## src/rtl/drive_pkg.sv

```systemverilog
// Shared types, constants and helpers for the drivetrain command arbiter.
// Nibble layout: dir = {FWD_A, FWD_B, BWD_A, BWD_B}, duty = {Duty_SelA, Duty_SelB}.
package drive_pkg;

    localparam int CNT_W = 27;

    localparam logic [1:0] ST_IDLE     = 2'd0;
    localparam logic [1:0] ST_ACK_WAIT = 2'd1;
    localparam logic [1:0] ST_RUN      = 2'd2;
    localparam logic [1:0] ST_DEAD     = 2'd3;

    localparam logic [3:0] DIR_COAST  = 4'b0000;
    localparam logic [3:0] DIR_FWD    = 4'b1100;
    localparam logic [3:0] DIR_SPIN_R = 4'b1001;
    localparam logic [3:0] DIR_SPIN_L = 4'b0110;
    localparam logic [3:0] DIR_BWD    = 4'b0011;

    typedef struct packed {
        logic [3:0] dir;
        logic [3:0] duty;
    } drive_cmd_t;

    // A wheel with both FWD and BWD set would short the bridge leg; coast instead.
    function automatic drive_cmd_t coast_if_illegal(input drive_cmd_t c);
        drive_cmd_t r;
        r = c;
        if ((c.dir[3] && c.dir[1]) || (c.dir[2] && c.dir[0])) begin
            r = '0;
        end
        return r;
    endfunction

    function automatic logic [1:0] lowest_req(input logic [2:0] req);
        logic [1:0] idx;
        if (req[0]) begin
            idx = 2'd0;
        end else if (req[1]) begin
            idx = 2'd1;
        end else begin
            idx = 2'd2;
        end
        return idx;
    endfunction

endpackage

```

## src/rtl/drive_arbiter_if.sv

```systemverilog
// Controller-side bundle of the drive arbiter: requests, Done, commands, grant and muxed drive.
// master = direction controllers / PWM stage, slave = arbiter.
interface drive_arbiter_if;
    logic [2:0]  req;
    logic [2:0]  done;
    logic [11:0] cmd_dir;
    logic [11:0] cmd_duty;
    logic        pause;
    logic [2:0]  grant;
    logic        FWD_A;
    logic        FWD_B;
    logic        BWD_A;
    logic        BWD_B;
    logic [1:0]  Duty_SelA;
    logic [1:0]  Duty_SelB;
    logic        busy;
    logic        ack_err;

    modport master (
        output req, done, cmd_dir, cmd_duty, pause,
        input  grant, FWD_A, FWD_B, BWD_A, BWD_B, Duty_SelA, Duty_SelB, busy, ack_err
    );

    modport slave (
        input  req, done, cmd_dir, cmd_duty, pause,
        output grant, FWD_A, FWD_B, BWD_A, BWD_B, Duty_SelA, Duty_SelB, busy, ack_err
    );
endinterface

```

## src/rtl/drive_deadtime_timer.sv

```systemverilog
// Shared cycle counter: cleared on load, counts up while not held, stops at 'last'.
// expire is combinational on the registered count; hold freezes the count.
module drive_deadtime_timer
    import drive_pkg::*;
(
    input  logic             clk,
    input  logic             rst_n,
    input  logic             load,
    input  logic             hold,
    input  logic [CNT_W-1:0] last,
    output logic             expire
);

    logic [CNT_W-1:0] cnt;

    assign expire = (cnt == last);

    always_ff @(posedge clk or negedge rst_n) begin
        if (!rst_n) begin
            cnt <= '0;
        end else if (load) begin
            cnt <= '0;
        end else if (!hold && !expire) begin
            cnt <= cnt + CNT_W'(1);
        end
    end

endmodule

```

## src/rtl/drive_arbiter.sv

```systemverilog
// Grants the drivetrain command path to one of three controllers, coasting through a dead-time on every change.
// All outputs registered (1 cycle); requesters wait for grant, pause forces coast and freezes the FSM.
module drive_arbiter
    import drive_pkg::*;
#(
    parameter int unsigned DEAD_CYC    = 1_000_000,
    parameter int unsigned ACK_TIMEOUT = 10_000_000
) (
    input  logic           clk,
    input  logic           rst_n,
    drive_arbiter_if.slave bus
);

    localparam logic [CNT_W-1:0] DEAD_LAST = CNT_W'(DEAD_CYC - 1);
    localparam logic [CNT_W-1:0] ACK_LAST  = CNT_W'(ACK_TIMEOUT - 1);

    logic [1:0]       state, state_nxt;
    logic [1:0]       owner, owner_nxt;
    logic [2:0]       grant, grant_nxt;
    drive_cmd_t       drv, drv_nxt;
    drive_cmd_t       own;
    logic             ack_err, ack_err_nxt;
    logic             busy;
    logic             pause_q;
    logic             expire;
    logic             load;
    logic             dir_chg;
    logic             resume;
    logic [CNT_W-1:0] last;

    assign own     = {bus.cmd_dir[{owner, 2'b00} +: 4], bus.cmd_duty[{owner, 2'b00} +: 4]};
    assign dir_chg = (own.dir != drv.dir) && (|own.dir) && (|drv.dir);
    assign resume  = pause_q && (|own.dir);
    assign last    = (state == ST_DEAD) ? DEAD_LAST : ACK_LAST;
    assign load    = (state_nxt != state);

    drive_deadtime_timer u_timer (
        .clk    (clk),
        .rst_n  (rst_n),
        .load   (load),
        .hold   (bus.pause),
        .last   (last),
        .expire (expire)
    );

    always_comb begin
        state_nxt   = state;
        owner_nxt   = owner;
        grant_nxt   = grant;
        drv_nxt     = '0;
        ack_err_nxt = 1'b0;
        if (!bus.pause) begin
            case (state)
                ST_IDLE: begin
                    if (|bus.req) begin
                        owner_nxt = lowest_req(bus.req);
                        grant_nxt = 3'b001 << owner_nxt;
                        state_nxt = ST_ACK_WAIT;
                    end
                end
                ST_ACK_WAIT: begin
                    if (!bus.done[owner]) begin
                        state_nxt = ST_RUN;
                    end else if (expire) begin
                        grant_nxt   = '0;
                        ack_err_nxt = 1'b1;
                        state_nxt   = ST_DEAD;
                    end
                end
                ST_RUN: begin
                    // Preempt outranks done, which outranks a direction change or pause resume.
                    if ((bus.req[0] && owner != 2'd0) || bus.done[owner]) begin
                        grant_nxt = '0;
                        state_nxt = ST_DEAD;
                    end else if (dir_chg || resume) begin
                        state_nxt = ST_DEAD;
                    end else begin
                        drv_nxt = coast_if_illegal(own);
                    end
                end
                default: begin
                    if (expire) begin
                        if (|grant) begin
                            state_nxt = ST_RUN;
                            drv_nxt   = coast_if_illegal(own);
                        end else begin
                            state_nxt = ST_IDLE;
                        end
                    end
                end
            endcase
        end
    end

    always_ff @(posedge clk or negedge rst_n) begin
        if (!rst_n) begin
            state   <= ST_IDLE;
            owner   <= '0;
            grant   <= '0;
            drv     <= '0;
            ack_err <= 1'b0;
            busy    <= 1'b0;
            pause_q <= 1'b0;
        end else begin
            state   <= state_nxt;
            owner   <= owner_nxt;
            grant   <= grant_nxt;
            drv     <= drv_nxt;
            ack_err <= ack_err_nxt;
            busy    <= (state_nxt != ST_IDLE);
            pause_q <= bus.pause;
        end
    end

    assign bus.grant                                  = grant;
    assign {bus.FWD_A, bus.FWD_B, bus.BWD_A, bus.BWD_B} = drv.dir;
    assign {bus.Duty_SelA, bus.Duty_SelB}             = drv.duty;
    assign bus.busy                                   = busy;
    assign bus.ack_err                                = ack_err;

endmodule

```

## src/flat_wrapper.sv

```systemverilog
// flat-port wrapper written by rule: the top's interface ports become plain ports
module drive_arbiter_flat import drive_pkg::*;
#(
    parameter int unsigned DEAD_CYC    = 1_000_000,
    parameter int unsigned ACK_TIMEOUT = 10_000_000
)
  (clk, rst_n, bus_req, bus_done, bus_cmd_dir, bus_cmd_duty, bus_pause, bus_grant, bus_FWD_A, bus_FWD_B, bus_BWD_A, bus_BWD_B, bus_Duty_SelA, bus_Duty_SelB, bus_busy, bus_ack_err);
  drive_arbiter_if bus_i ();
  input  logic clk;
  input  logic rst_n;
  input wire logic [$bits(bus_i.req)-1:0] bus_req;
  input wire logic [$bits(bus_i.done)-1:0] bus_done;
  input wire logic [$bits(bus_i.cmd_dir)-1:0] bus_cmd_dir;
  input wire logic [$bits(bus_i.cmd_duty)-1:0] bus_cmd_duty;
  input wire logic [$bits(bus_i.pause)-1:0] bus_pause;
  output wire logic [$bits(bus_i.grant)-1:0] bus_grant;
  output wire logic [$bits(bus_i.FWD_A)-1:0] bus_FWD_A;
  output wire logic [$bits(bus_i.FWD_B)-1:0] bus_FWD_B;
  output wire logic [$bits(bus_i.BWD_A)-1:0] bus_BWD_A;
  output wire logic [$bits(bus_i.BWD_B)-1:0] bus_BWD_B;
  output wire logic [$bits(bus_i.Duty_SelA)-1:0] bus_Duty_SelA;
  output wire logic [$bits(bus_i.Duty_SelB)-1:0] bus_Duty_SelB;
  output wire logic [$bits(bus_i.busy)-1:0] bus_busy;
  output wire logic [$bits(bus_i.ack_err)-1:0] bus_ack_err;
  assign bus_i.req = bus_req;
  assign bus_i.done = bus_done;
  assign bus_i.cmd_dir = bus_cmd_dir;
  assign bus_i.cmd_duty = bus_cmd_duty;
  assign bus_i.pause = bus_pause;
  assign bus_grant = bus_i.grant;
  assign bus_FWD_A = bus_i.FWD_A;
  assign bus_FWD_B = bus_i.FWD_B;
  assign bus_BWD_A = bus_i.BWD_A;
  assign bus_BWD_B = bus_i.BWD_B;
  assign bus_Duty_SelA = bus_i.Duty_SelA;
  assign bus_Duty_SelB = bus_i.Duty_SelB;
  assign bus_busy = bus_i.busy;
  assign bus_ack_err = bus_i.ack_err;
  drive_arbiter #(.DEAD_CYC(DEAD_CYC), .ACK_TIMEOUT(ACK_TIMEOUT)) u_core (.clk(clk), .rst_n(rst_n), .bus(bus_i));
endmodule
```

## config.mk

```make
export PLATFORM = sky130hd
export DESIGN_NAME = drive_arbiter_flat
export DESIGN_NICKNAME = d
export VERILOG_FILES = /design/src/rtl/drive_pkg.sv /design/src/rtl/drive_arbiter_if.sv /design/src/rtl/drive_deadtime_timer.sv /design/src/rtl/drive_arbiter.sv /design/src/flat_wrapper.sv
export SDC_FILE = /design/constraint.sdc
export NUM_CORES = 1
export LEC_CHECK = 0
export ABC_AREA = 0
export CORE_ASPECT_RATIO = 2
export CORE_MARGIN = 3
export CORE_UTILIZATION = 54
export DETAILED_ROUTE_END_ITERATION = 7
export PLACE_DENSITY = 0.81
export RECOVER_POWER = 25
export SYNTH_ARGS = -nofsm -noshare
export SYNTH_HDL_FRONTEND = slang
export SYNTH_SLANG_ARGS = --single-unit
```

## constraint.sdc

```tcl
create_clock -name clk -period 3.7 [get_ports clk]
set_input_delay 0.555 -clock clk [delete_from_list [all_inputs] [get_ports clk]]
set_output_delay 0.555 -clock clk [all_outputs]
set_load 0.005 [all_outputs]
```

==> results of run 1 <==
==> cell usage after synthesis, types with 5 or more instances <==
master and count:
nor2_1 51, dfrtp_1 45, nand3_1 16, xor2_1 16
xnor2_1 14, nand2_1 13, o21ai_0 13, nor3_1 11
inv_1 10, clkbuf_1 9, mux2i_1 9, a21oi_1 7
nand3b_1 7, nand4_1 7, nor4_1 6, and3_1 5
and4_1 5, ha_1 5, nor2b_1 5
==> cell type report <==
type	instances	area (sq um)	area share
clock inverters	1	8.76	0.00261
flip-flops and latches	45	1130	0.336
well taps	57	71.3	0.0213
multi-input cells	239	1560	0.466
clock buffers	7	96.3	0.0287
inverters	10	37.5	0.0112
repair buffers	46	452	0.135
==> layer usage <==
layer  wire [microns]  vias up
met4              246        0
met5                0        -
met1             2480     1185
met2             3880       76
met3              238       20
li1                 -     1180
==> report_power, final <==
part | total (mW) | switching (mW) | internal [mW]
registers | 0.654 | 0.113 | 0.541
logic | 0.679 | 0.386 | 0.293
clock network | 0.343 | 0.170 | 0.173
total | 1.68 | 0.669 | 1.01
==> critical path, delay by kind of cell (launching register included) <==
kind	cells	cell delay, ps
AO/OA/AOI/OAI	4	1440
flip-flops	1	840
multiplexers	1	240
AND/OR/NAND/NOR	2	690
==> metrics by stage <==
step | hold slack (ps) | utilization
after CTS | 446 | 0.683
after floorplan | 259 | -
after global placement | 503 | 0.662
after detailed placement | 515 | 0.662
after global routing | 543 | 0.683
final | 523 | 0.683
==> registers in the layout, indices dropped and copies added (netlist names) <==
register              cells
u_core.u_timer.cnt       27
u_core.bus.grant          3
u_core.bus.Duty_SelA      2
u_core.bus.Duty_SelB      2
u_core.owner              2
u_core.state              2
u_core.bus.BWD_A          1
u_core.bus.BWD_B          1
u_core.bus.FWD_A          1
u_core.bus.FWD_B          1
u_core.bus.ack_err        1
u_core.bus.busy           1
u_core.pause_q            1
==> cells by family (layout without fill, tap and decap cells) <==
| kind of cell | Yosys count | in the layout | synth area share |
|---|---|---|---|
| buffers and inverters | 22 | 64 | 0.0324 |
| AO/OA/AOI/OAI | 43 | 43 | 0.111 |
| multiplexers | 11 | 11 | 0.0405 |
| flip-flops | 45 | 45 | 0.405 |
| XOR/XNOR | 30 | 30 | 0.0946 |
| adder cells (fa/ha/maj) | 5 | 5 | 0.0225 |
| AND/OR/NAND/NOR | 150 | 150 | 0.294 |
==> how the worst max path moves through the flow <==
stage	startpoint	cells after the start	to
after floorplan	u_core.state[0]	8	u_core.bus.grant[1]
after global placement	bus_cmd_dir[11]	8	u_core.u_timer.cnt[1]
after detailed placement	bus_cmd_dir[3]	8	u_core.u_timer.cnt[1]
after CTS	u_core.owner[1]	7	u_core.u_timer.cnt[1]
after global routing	u_core.owner[1]	7	u_core.u_timer.cnt[1]
final	u_core.owner[1]	7	u_core.u_timer.cnt[1]
==> qor.tcl, run 1 <==
set qor(num_rows) 36
set qor(cts_max_level) 2
set qor(timing_limited_maximum_frequency_ghz) 0.302
set qor(fin_crit_sh) 0.895
set qor(failed_checks) {max-capacitance violations, max-slew violations}
set qor(drtIter0Drc) 171
set qor(ys_dominant_reg_cell) {dfrtp_1}
set qor(numCtsBuffers) 5
set qor(setup_viol) 0
set qor(p_total_mw) 1.68
set qor(final_max_slew_viol_count) 46
set qor(layout_commonest_cell) {nor2_1}
set qor(dpl-instance-area_sq_mm) 0.00325
set qor(pin_count) 46
set qor(yosysTopAreaCell) {dfrtp_1}
set qor(first_global_vias) 2429
set qor(r2r_setup_slack_ps) 390
set qor(route.detailed.vias_per_inst) 6.08
set qor(synth_top_cell_area_share) 0.405
set qor(hold_buf_count_cts) 0
set qor(period_minus_slack_ps) 3310
set qor(synth_cells) 306
set qor(worstHoldEndpoint) {u_core.bus.grant[2]}
set qor(timing.critical_path.arrival_ps) 3510
set qor(drt-total-wl_microns) 6850
set qor(grt_antenna_before_repair) 0
set qor(rr_startpoint) {u_core.owner[1]}
set qor(cts-root-to-sink-buffers) 2
set qor(post-cts-setup-buffer-count) 0
set qor(critPathMaxStageDelay_ps) 840
set qor(leakagePower_nw) 1.38
set qor(route.detailed.wl_per_inst_microns) 16.9
set qor(detailroute.via_count) 2461
set qor(grt_util_met3) 0.0312
set qor(fp.dieArea_sq_mm) 0.00610
set qor(global_route.usage.met2) 0.440
set qor(ir_drop_mv) 0.426
set qor(numClockSinks) 45
set qor(detailedPlace.worstSlack_ps) 412
set qor(fin_setup_tns_ps) 0
set qor(holdCritPathClass) {reg -> reg}
set qor(worstPathMaxFanout) 27
set qor(cp_slowest_cell) {dfrtp_1}
set qor(core_sq_mm) 0.00491
set qor(hold_path_startpoint) {u_core.bus.grant[2]}
set qor(synth-seq-cells) 45
set qor(grt_use_met1) 0.254
set qor(worst_setup_hold_path_clk_slew_ps) 90
set qor(netlist_area_sq_mm) 0.00278
set qor(dpl.hpwl_microns) 5130
set qor(final_nets) 385
set qor(grt_start_max_net_pins) 46
set qor(hold_violations) 0
set qor(post-route-drc-count) 0
set qor(die_h_microns) 107
set qor(cell_chain_of_the_critical_path) {mux2i_1, o21ai_0, o41ai_1, nor4_1, a211oi_1, nand4_2, a21oi_1}
set qor(clock_tree_from_tritoncts) {built}
set qor(timing.slew.headroom) -0.576
set qor(warning_count_from_the_yosys_run) 0
set qor(p_per_area_mw_per_mm2) 500
set qor(cts.repair.resized) 0
set qor(place.detailed.instances) 397
set qor(io_buffer_count) 45
set qor(instances_no_fill) 405
set qor(globalRoute.busiestLayer) {met2}
set qor(crit_path_end_kind) {register}
set qor(grt_first_pass_wirelength_microns) 11400
set qor(setup.worst_path.start_class) {register}
set qor(layout_setup_ws_ps) 388
set qor(drt-pass1-iter-count) 4
set qor(share_of_layout_cells_above_drive_strength_1) 0.0546
set qor(die_w_microns) 56.7
set qor(run_status) {finished with violations}
set qor(number_of_filler_instances_in_the_final_layout) 420
set qor(syn_nets) 344
set qor(synth.avg_cell_area_sq_um) 9.08
set qor(reg2reg_to) {u_core.u_timer.cnt[1]}
set qor(maxCapViolCount) 1
set qor(holdPathStages) 1
set qor(worst_pin_slew_ps) 2360
set qor(floorplan.initialDensity) 0.566
set qor(ant_nets) 0
set qor(rsz0062_at_grt) {false}
set qor(critPathKind) {reg -> reg}
set qor(antenna_cells_inserted) 0
set qor(r2r.worst_path.cells) 7
set qor(remaining_global_route_overflow) 0
set qor(worstSkewPairLatency_ps) 290
set qor(critical_path_required_ps) 3900
set qor(synth_enable_flop_cells) 0
set qor(fin_worst_skew_ps) 2.84
set qor(synth.yosys.seq_area_share) 0.405
set qor(layout.cells.most_common_list) {51 x nor2_1, 45 x dfrtp_1, 44 x clkdlybuf4s50_1}
set qor(synth.lib_cells_used.distinct) 56
set qor(grtUsageTotal) 0.237
set qor(root_buffer) {clkbuf_8}
set qor(synth_async_sr_flop_share) 1.00
set qor(area.growth.synth_to_final_pct) 20.7
set qor(synth_top_cells_by_area) {dfrtp_1 41%, nor2_1 6.9%, xor2_1 5.0%}
set qor(place.gp.congestion) 0.965
set qor(fin_area_sq_mm) 0.00335
(Power assumes the default switching activity.)
==> run 2: changes to the inputs <==
--- a/config.mk
+++ b/config.mk
@@ -15,3 +15,4 @@
 export SYNTH_ARGS = -nofsm -noshare
 export SYNTH_HDL_FRONTEND = slang
 export SYNTH_SLANG_ARGS = --single-unit
+export TNS_END_PERCENT = 1
==> results of run 2 <==
Same layout as run 1: the final DEF is identical, and so are final timing and power.
